===== src/rtl/filter_frame_controller.sv =====
// Frame-boundary sequencer for the RGB444 effect filters: owns use_flags and
// the shared freq_flag, committing changes only between frames.
module filter_frame_controller #(
  parameter  int NUM_FILTERS = 4,
  parameter  int HOLD_FRAMES = 2,
  localparam int SW = (NUM_FILTERS > 1) ? $clog2(NUM_FILTERS) : 1
) (
  input  logic                   clk,
  input  logic                   reset,
  input  logic [SW-1:0]          filter_sel_req,
  input  logic                   fx_enable,
  input  logic [1:0]             freq_flag_in,
  input  logic                   sop,
  input  logic                   eop,
  input  logic                   valid,
  input  logic                   ready,
  output logic [NUM_FILTERS-1:0] use_flags,
  output logic [1:0]             freq_flag_out,
  output logic                   frame_active,
  output logic [15:0]            frame_count,
  output logic                   pending
);

  localparam int SKW = $clog2(HOLD_FRAMES + 1);
  localparam logic [SKW-1:0] HOLD_V = SKW'(HOLD_FRAMES);
  localparam logic [SKW-1:0] ONE_V  = SKW'(1);
  localparam logic [SKW-1:0] MAX_V  = '1;

  typedef enum logic {WAIT_SOP, IN_FRAME} state_t;

  state_t                 r_state;
  state_t                 w_state_nxt;
  logic [NUM_FILTERS-1:0] r_use;
  logic [1:0]             r_freq;
  logic [1:0]             r_cand;
  logic [SKW-1:0]         r_streak;
  logic                   r_active;
  logic [15:0]            r_count;
  logic                   r_pending;

  logic                   w_sop_b;
  logic                   w_eop_b;
  logic                   w_in;
  logic                   w_boundary;
  logic                   w_idle;
  logic [NUM_FILTERS-1:0] w_req;
  logic [NUM_FILTERS-1:0] w_use_nxt;
  logic [1:0]             w_freq_nxt;
  logic [1:0]             w_cand_nxt;
  logic [SKW-1:0]         w_streak_nxt;
  logic [SKW-1:0]         w_streak_inc;

  always_comb begin
    w_sop_b    = valid && ready && sop;
    w_eop_b    = valid && ready && eop;
    w_in       = (r_state == IN_FRAME);
    w_boundary = w_in ? (w_sop_b || w_eop_b) : (w_sop_b && w_eop_b);
    w_idle     = !w_in && !w_sop_b;
    if (w_in)
      w_state_nxt = w_eop_b ? WAIT_SOP : IN_FRAME;
    else
      w_state_nxt = (w_sop_b && !w_eop_b) ? IN_FRAME : WAIT_SOP;
    w_req     = fx_enable ? (NUM_FILTERS'(1) << filter_sel_req) : '0;
    w_use_nxt = (w_idle || w_boundary) ? w_req : r_use;
  end

  // Idle tracks the live level; boundaries go through the streak filter.
  always_comb begin
    w_freq_nxt   = r_freq;
    w_cand_nxt   = r_cand;
    w_streak_nxt = r_streak;
    w_streak_inc = (r_streak == MAX_V) ? r_streak : r_streak + ONE_V;
    if (w_idle) begin
      w_freq_nxt   = freq_flag_in;
      w_cand_nxt   = freq_flag_in;
      w_streak_nxt = '0;
    end else if (w_boundary) begin
      if (freq_flag_in == r_freq) begin
        w_streak_nxt = '0;
      end else begin
        if (freq_flag_in == r_cand) begin
          w_streak_nxt = w_streak_inc;
        end else begin
          w_cand_nxt   = freq_flag_in;
          w_streak_nxt = ONE_V;
        end
        if (w_streak_nxt >= HOLD_V) begin
          w_freq_nxt   = w_cand_nxt;
          w_streak_nxt = '0;
        end
      end
    end
  end

  always_ff @(posedge clk or posedge reset) begin
    if (reset) begin
      r_state   <= WAIT_SOP;
      r_use     <= '0;
      r_freq    <= '0;
      r_cand    <= '0;
      r_streak  <= '0;
      r_active  <= 1'b0;
      r_count   <= '0;
      r_pending <= 1'b0;
    end else begin
      r_state   <= w_state_nxt;
      r_use     <= w_use_nxt;
      r_freq    <= w_freq_nxt;
      r_cand    <= w_cand_nxt;
      r_streak  <= w_streak_nxt;
      r_active  <= (w_state_nxt == IN_FRAME);
      r_pending <= (w_req != w_use_nxt) || (freq_flag_in != w_freq_nxt);
      if (w_boundary)
        r_count <= r_count + 16'd1;
    end
  end

  assign use_flags     = r_use;
  assign freq_flag_out = r_freq;
  assign frame_active  = r_active;
  assign frame_count   = r_count;
  assign pending       = r_pending;

endmodule


===== config.mk =====
export PLATFORM = sky130hd
export DESIGN_NAME = filter_frame_controller
export DESIGN_NICKNAME = d
export VERILOG_FILES = /design/src/rtl/filter_frame_controller.sv
export SDC_FILE = /design/constraint.sdc
export NUM_CORES = 1
export LEC_CHECK = 0
export BUFFER_PORTS_ARGS = -buffer_cell sky130_fd_sc_hd__buf_2
export CORE_MARGIN = 2
export CORE_UTILIZATION = 47
export CTS_CLUSTER_SIZE = 28
export DETAILED_ROUTE_END_ITERATION = 8
export PLACE_DENSITY = 0.77
export SETUP_SLACK_MARGIN = 0.3
export SLEW_MARGIN = 20
export SYNTH_ARGS = -nofsm -noshare
export SYNTH_HDL_FRONTEND = slang
export SYNTH_SLANG_ARGS = --single-unit

===== constraint.sdc =====
create_clock -name clk -period 1.4 [get_ports clk]
set_input_delay 0.21 -clock clk [delete_from_list [all_inputs] [get_ports clk]]
set_output_delay 0.21 -clock clk [all_outputs]
set_load 0.05 [all_outputs]

# Word level (Yosys, flattened, before mapping)
# Cells that the tools add are included.
# Widths: inputs -> output; s select.
# totals
regBits	28
out_inout_bits	24
elab_cells	54
# op_classes
n_reduce_logical	14
n_lt_le_gt_ge	1
mux	23
eq_ne	6
shifts	1
addsub	2
# ops
operator	count
$mux 2	17
$add 16x1->16 const B	1
$mux 4	2
$logic_and 1x1->1	6
$eq 2x2->1	2
$mux 1	4
$ne 4x4->1	1
$shl 1x2->4 const A	1
$logic_not 1->1	3
$logic_or 1x1->1	3
$add 2x1->2 const B	1
$eq 2x2->1 const B	1
$ge 2x2->1 const B	1
$ne 2x2->1	1
$ne 2x2->1 const B	1
$reduce_and 2->1	1
$reduce_bool 2->1	1

# Logic depth before layout (Yosys ltp)
# Gate-level depths: netlist of run 1.
# depth
word_depth	13
depth_mapped	5

# Worst setup path after synthesis of run 1
# Ideal clock, no wire load.
# synth_path
path_kind	reg-to-reg
from	register, netlist name frame_active
to	register r_freq[0], in the netlist freq_flag_out[0]
stages_incl_launch_ff	5
period_less_slack_ns	1.804
arrival_time_ns	1.679
required_time_ns	1.275
setup_slack_ns	-0.404
path_buffers	0
cell_sequence	dfrtp_1 > or3b_1 > o311ai_2 > or2_4 > mux2_4
# synth_lines
item	line	rtl
end signal: assignment	108	r_freq <= w_freq_nxt;
end: declaration	34	logic [1:0] r_freq;

==> results of run 1 <==
routing by layer:
layer  vias to the layer above  part of all wire (%)  GRT usage [%]  wire (um)
li1                        616                     -              -          -
met1                       652                    41          29.67       1614
met2                        28                    55          41.09       2167
met3                         7                   2.7          2.637        107
met4                         0                   1.4          6.818         57
met5                         -                     0              0          0
worst max path at each step:
stage | endpoint | slack [ps] | cells past startpoint
5_1_grt | use_flags[2] | -170 | 4
3_5_place_dp | use_flags[2] | -80 | 4
4_1_cts | freq_flag_out[0] | -110 | 4
3_3_place_gp | use_flags[2] | -50 | 4
6_report | use_flags[2] | -120 | 4
2_1_floorplan | freq_flag_out[0] | -240 | 4
flip-flops by register name (all words and copies together) (netlist names):
name	flops
r_cand	2
frame_count	16
r_streak	2
use_flags	4
frame_active	1
pending	1
freq_flag_out	2
final cells by class:
cell class,count,area [um2],share of cell area (%)
clock inverter,1,30.03,1.245
tap,31,38.79,1.608
sequential,28,720.7,29.88
timing repair buffer,77,748.2,31.02
clock buffer,3,22.52,0.9336
multi-input combinational,97,844.6,35.01
inverter,2,7.507,0.3112
cell usage after synthesis (2+ instances only):
master / instances
nand3_1: 8
nor3_1: 2
a211oi_1: 2
mux2_4: 3
mux2_2: 3
and3_1: 5
nand2_1: 13
dfrtp_1: 28
o21ai_0: 3
inv_1: 2
a31oi_1: 3
and2_1: 3
nand3b_1: 3
xnor2_1: 12
a21oi_1: 4
xor2_1: 7
nor2_1: 6
nand4_1: 5
logic make-up after synthesis:
kind of cell | after synthesis
compound gates | 17
xor+xnor | 19
fa+ha+maj | 2
buf+inv | 4
flops | 28
mux | 6
simple gates | 53
per-stage QoR:
stage | std cells | util [%]
final | 239 | 85.99
after floorplan | 129 | -
after global routing | 239 | 85.99
after CTS | 228 | 78.68
after global placement | 201 | 60.79
after detailed placement | 201 | 60.79
power breakdown:
group / switching [uW] / internal [uW] / leakage, uW
registers: 196 / 961 / 0.000343
logic: 840 / 860 / 0.000807
clock network: 252 / 290 / 0.0000279
total: 1290 / 2110 / 0.00118
timing repair:
item,CTS,global route
hold endpoints to repair,28,0
pin swaps,12,6
resized for setup,82,26
setup endpoints to repair,51,52
hold buffers,1,0
buffers inserted,21,11
cloned,1,0
worst max-delay path: stages (launching register included):
cell	delay, ps
dfrtp_2	460
or3b_1	380
o311ai_2	90
buf_4	200
mux2_4	300
==> metrics.csv, run 1 <==
stage,metric,value,unit
run_status,outcome,"complete, but fails checks",
run_status,failing checks,"design-rule violations, negative setup slack",
synth,synthesized-area fraction occupied by adder cells,1.696,%
die,num rows,19,
sta,final hold vios,0,
setup_path,Critical Path AT,1760,ps
global_route,initial antenna violation count,0,
sta,Least-Margin Pin Slew,364.5,ps
die,Die H,58.61,um
setup_path,Critical Path Start,frame_active,
clocking,Clock Pin Slew Worst Setup and Hold Paths,160,ps
setup_path,Setup crit end kind,flop,
synth,Synth Flop Type,dfrtp_1,
final_layout,most frequent cells in the layout,"30 x buf_4, 18 x buf_6, 17 x buf_8",
place,pre-CTS setup slack,-83.09,ps
sta,# setup viols final,9,
route,mean routed wirelength per cell,16.51,um
route,Vias,1303,
clocking,clk sinks,28,
final_layout,n_diodes,0,
setup_path,CP Max Fanout,7,
hold_path,Hold Path Depth,2,
global_route,vias in the first global route,1287,
synth,Mapped Cells,129,
final_layout,final layout net count,221,
die,CORE AREA,2805,um2
synth,mux share of post-synthesis cell area,5.625,%
sta,RSZ-0062 raised after global routing,true,
sta,PnR worst setup slack,-123.7,ps
sta,Fmax,0.6563,GHz
hold_path,Hold Crit Class,input pin to flop,
route,Detailed Routing Iterations Pass 1,6,
clocking,Clock Tree Buf Depth,2,
global_route,All-Layer GR Usage,23.12,%
final_layout,Final Instance Area,2412,um2
synth,cell taking the most area after synthesis,dfrtp_1,
clocking,H-tree depth,1,
final_layout,area grow syn2layout,72.14,%
die,io pins,35,
synth,post-synthesis simple-gate area fraction,20.45,%
sta,Worst Skew,7.127,ps
setup_path,critical path class,flop to flop,
setup_path,reg2reg start,frame_active,
power,power per cell area,1409,nW/um2
synth,combinational family with the most area after synthesis,simple AND/OR/NAND/NOR gates,
place,GPL Wtd Cong,0.7985,
power,Lkg Pwr,0.001177,uW
clocking,source-to-sink clock delay at the later pin of the worst-skew pair,340,ps
synth,Synth Area in Compound Gates,8.661,%
clocking,CTS root buffer,clkbuf_4,
clocking,TritonCTS clock tree,yes,
global_route,total gr overflow,0,
power,power consumption,3398,uW
route,post-DR vias/cell,5.452,
global_route,largest net degree at the start of global routing,29,
synth,main area contributors after synthesis,"dfrtp_1 50%, xnor2_1 7.5%, xor2_1 4.4%, nand2_1 3.5%, mux2_4 3.2%",
hold_path,hold_sp,filter_sel_req[0],
clocking,Num CTS Buffers,3,
place,dpl hpwl,2118,um
synth,Syn Nets,141,
final_layout,"most common cell after layout, fill and taps aside",buf_4,
route,DRC,3,
synth,Synth Area in XOR/XNOR,11.88,%
sta,minimum clock period,1524,ps
place,Area after DPL,1705,um2
sta,max-slew violations,0,
die,Die Footprint,3435,um2
setup_path,Reg-to-Reg End,use_flags[2],
synth,Syn Area/Cell,10.86,um2
place,number of port buffers,34,
synth,Post-synth EDFFs,0,
final_layout,Fill cells,139,
synth,post-synth cell types,35,
hold_path,hold endpoint,use_flags[0],
run,Max Cap Viol,0,
die,Initial Utilization,49.96,%
synth,Post-Syn Area,1401,um2
setup_path,R2R depth,4,
synth,synthesis warning total,0,
global_route,first-pass GRT wire length,6037,um
route,Initial DRC Count,27,
final_layout,share of cells above drive strength 1,64.90,%
die,width of the die,58.61,um
setup_path,Critical Path RT,1640,ps
sta,Final TNS setup,-466.2,ps
synth,Synth top area share,50.00,%
synth,register bit total from synthesis,28,
route,final WL,3947,um
sta,period utilization,108.8,%
route,Routed Antenna Nets,0,
setup_path,Reg2Reg Setup Slack,-120,ps
setup_path,CP startpoint kind,flop,
synth,post-synthesis sequential area ratio,50.00,%
sta,relative slew slack,75.70,%
synth,asr flop ratio synth,100.0,%
sta,WHS,93.47,ps
power,Peak VDD IR,0.0009990,V
(Power assumes the default switching activity.)
==> run 2: changes to the inputs <==
--- a/config.mk
+++ b/config.mk
@@ -11,7 +11,6 @@
 export CTS_CLUSTER_SIZE = 28
 export DETAILED_ROUTE_END_ITERATION = 8
 export PLACE_DENSITY = 0.77
-export SETUP_SLACK_MARGIN = 0.3
 export SLEW_MARGIN = 20
 export SYNTH_ARGS = -nofsm -noshare
 export SYNTH_HDL_FRONTEND = slang
==> metrics.csv, run 2 (synthesized netlist as in run 1, its figures left out) <==
stage,metric,value,unit
clocking,TritonCTS clock tree,yes,
setup_path,Reg-to-Reg End,use_flags[2],
route,Vias,1170,
sta,relative slew slack,72.67,%
power,power per cell area,1417,nW/um2
clocking,Clock Pin Slew Worst Setup and Hold Paths,150,ps
final_layout,Fill cells,244,
global_route,All-Layer GR Usage,19.17,%
route,Top Metal Used,met4,
setup_path,Setup crit end kind,flop,
route,post-DR vias/cell,5.571,
clocking,H-tree depth,1,
setup_path,critical path class,flop to flop,
final_layout,area grow syn2layout,31.96,%
final_layout,final layout net count,192,
global_route,vias in the first global route,1072,
global_route,total gr overflow,0,
global_route,largest net degree at the start of global routing,16,
setup_path,Top delay family on crit path,flip-flops,
sta,minimum clock period,1517,ps
sta,period utilization,108.4,%
hold_path,Hold Path Depth,2,
power,Peak VDD IR,0.001009,V
route,Initial DRC Count,37,
clocking,Num CTS Buffers,3,
clocking,source-to-sink clock delay at the later pin of the worst-skew pair,330,ps
sta,Least-Margin Pin Slew,409.5,ps
hold_path,hold_sp,filter_sel_req[0],
die,width of the die,58.61,um
clocking,Clock Tree Buf Depth,2,
global_route,first-pass GRT wire length,5016,um
sta,Final TNS setup,-709.1,ps
setup_path,reg2reg start,frame_active,
place,Area after DPL,1715,um2
global_route,initial antenna violation count,0,
clocking,CTS root buffer,clkbuf_4,
setup_path,Reg2Reg Setup Slack,-120,ps
route,DRC,3,
final_layout,Layout Utilization,65.92,%
die,io pins,35,
setup_path,cell at the slowest stage of the critical path,dfrtp_2,
final_layout,register area,719.4,um2
sta,Worst Skew,5.294,ps
final_layout,"most common cell after layout, fill and taps aside",buf_2,
die,Die Footprint,3435,um2
sta,Fmax,0.6590,GHz
route,Detailed Routing Iterations Pass 1,6,
final_layout,most frequent cells in the layout,"34 x buf_2, 15 x dfrtp_2, 13 x dfrtp_1",
final_layout,n_diodes,0,
sta,RSZ-0062 raised after global routing,true,
route,M1 WL,1374,um
route,DR WL met2,1467,um
place,GPL Wtd Cong,0.7980,
die,CORE AREA,2805,um2
die,num rows,19,
hold_path,hold endpoint,use_flags[0],
setup_path,max incr delay on CP,450,ps
final_layout,share of cells above drive strength 1,49.72,%
route,Routed Antenna Nets,0,
setup_path,Critical Path RT,1630,ps
setup_path,CP startpoint kind,flop,
sta,PnR worst setup slack,-117.4,ps
sta,final hold vios,0,
place,post-placement cell count,204,
place,number of port buffers,34,
final_layout,number of flip-flops in the largest register,16,
route,mean routed wirelength per cell,14.42,um
setup_path,"Cell Chain, Critical Path",or3b_1 > o311ai_2 > buf_4 > mux2_4,
die,Die H,58.61,um
power,Lkg Pwr,0.0009266,uW
final_layout,Layout Cells excl Fill,210,
setup_path,CP bufs+invs,1,
place,dpl hpwl,2266,um
route,final WL,3029,um
setup_path,CP Max Fanout,7,
sta,max-slew violations,0,
run,Max Cap Viol,0,
clocking,clk sinks,28,
final_layout,area of the multi-input gates,765.7,um2
setup_path,Critical Path AT,1740,ps
run_status,failing checks,"design-rule violations, negative setup slack",
hold_path,Hold Crit Class,input pin to flop,
final_layout,Final Instance Area,1849,um2
die,Initial Utilization,49.96,%
route,met3 wire len,118,um
sta,WHS,118.5,ps
run_status,outcome,"complete, but fails checks",
setup_path,R2R depth,4,
sta,# setup viols final,9,
-- run 2: cell types whose count changed in the layout (fill, tap and decap cells not counted), moves of 3 or more --
cell / before / now
buf_2: 11 / 34
buf_4: 30 / 12
buf_6: 18 / 1
buf_8: 17 / 0
nand2_1: 6 / 12
and3_1: 2 / 5
nand2_2: 4 / 1
nand2_4: 3 / 0
o21ai_0: 0 / 3
-- run 2: layout make-up --
cell class                      instances  share of cell area, %
Inverter                                2                 0.4060
Timing Repair Buffer                   48                  15.22
Tap cell                               31                  2.097
Clock buffer                            4                  1.962
Multi-Input combinational cell         97                  41.41
Sequential cell                        28                  38.90
-- run 2: worst max-delay path by stage --
stage,depth (start not counted),slack [ps],startpoint,to
6_report,4,-120,frame_active,use_flags[2]
5_1_grt,6,-160,frame_active,pending
4_1_cts,4,-110,frame_active,use_flags[2]
3_5_place_dp,4,-110,frame_active,use_flags[2]
3_3_place_gp,4,-50,frame_active,use_flags[2]
2_1_floorplan,4,-240,frame_active,freq_flag_out[0]
-- run 2: through the flow --
stage / power (uW) / worst slack [ps]
floorplan: 1865 / -238.3
detailed placement: 2162 / -111.6
global route: 2754 / -161.2
global placement: 2135 / -49.18
CTS: 2570 / -109.0
finish: 2620 / -117.4
-- run 2: what timing repair did --
item,4_1_cts,5_1_grt
endpoints found under the hold margin,9,0
hold buffers,1,0
pin swaps,1,3
setup buffers,0,1
gates resized for setup,3,12
endpoints found under the setup margin,10,17
-- run 2: metal layers --
layer / vias to the layer above / global-route usage (%)
met5: - / 0
met4: 0 / 8.117
met3: 8 / 2.637
met2: 34 / 31.14
met1: 572 / 25.82
li1: 556 / -
-- run 2: where the power goes --
part           total, uW  internal [uW]  switching [uW]
logic               1110            414             699
registers           1110            960             155
clock network        392            159             233
total               2620           1530            1090
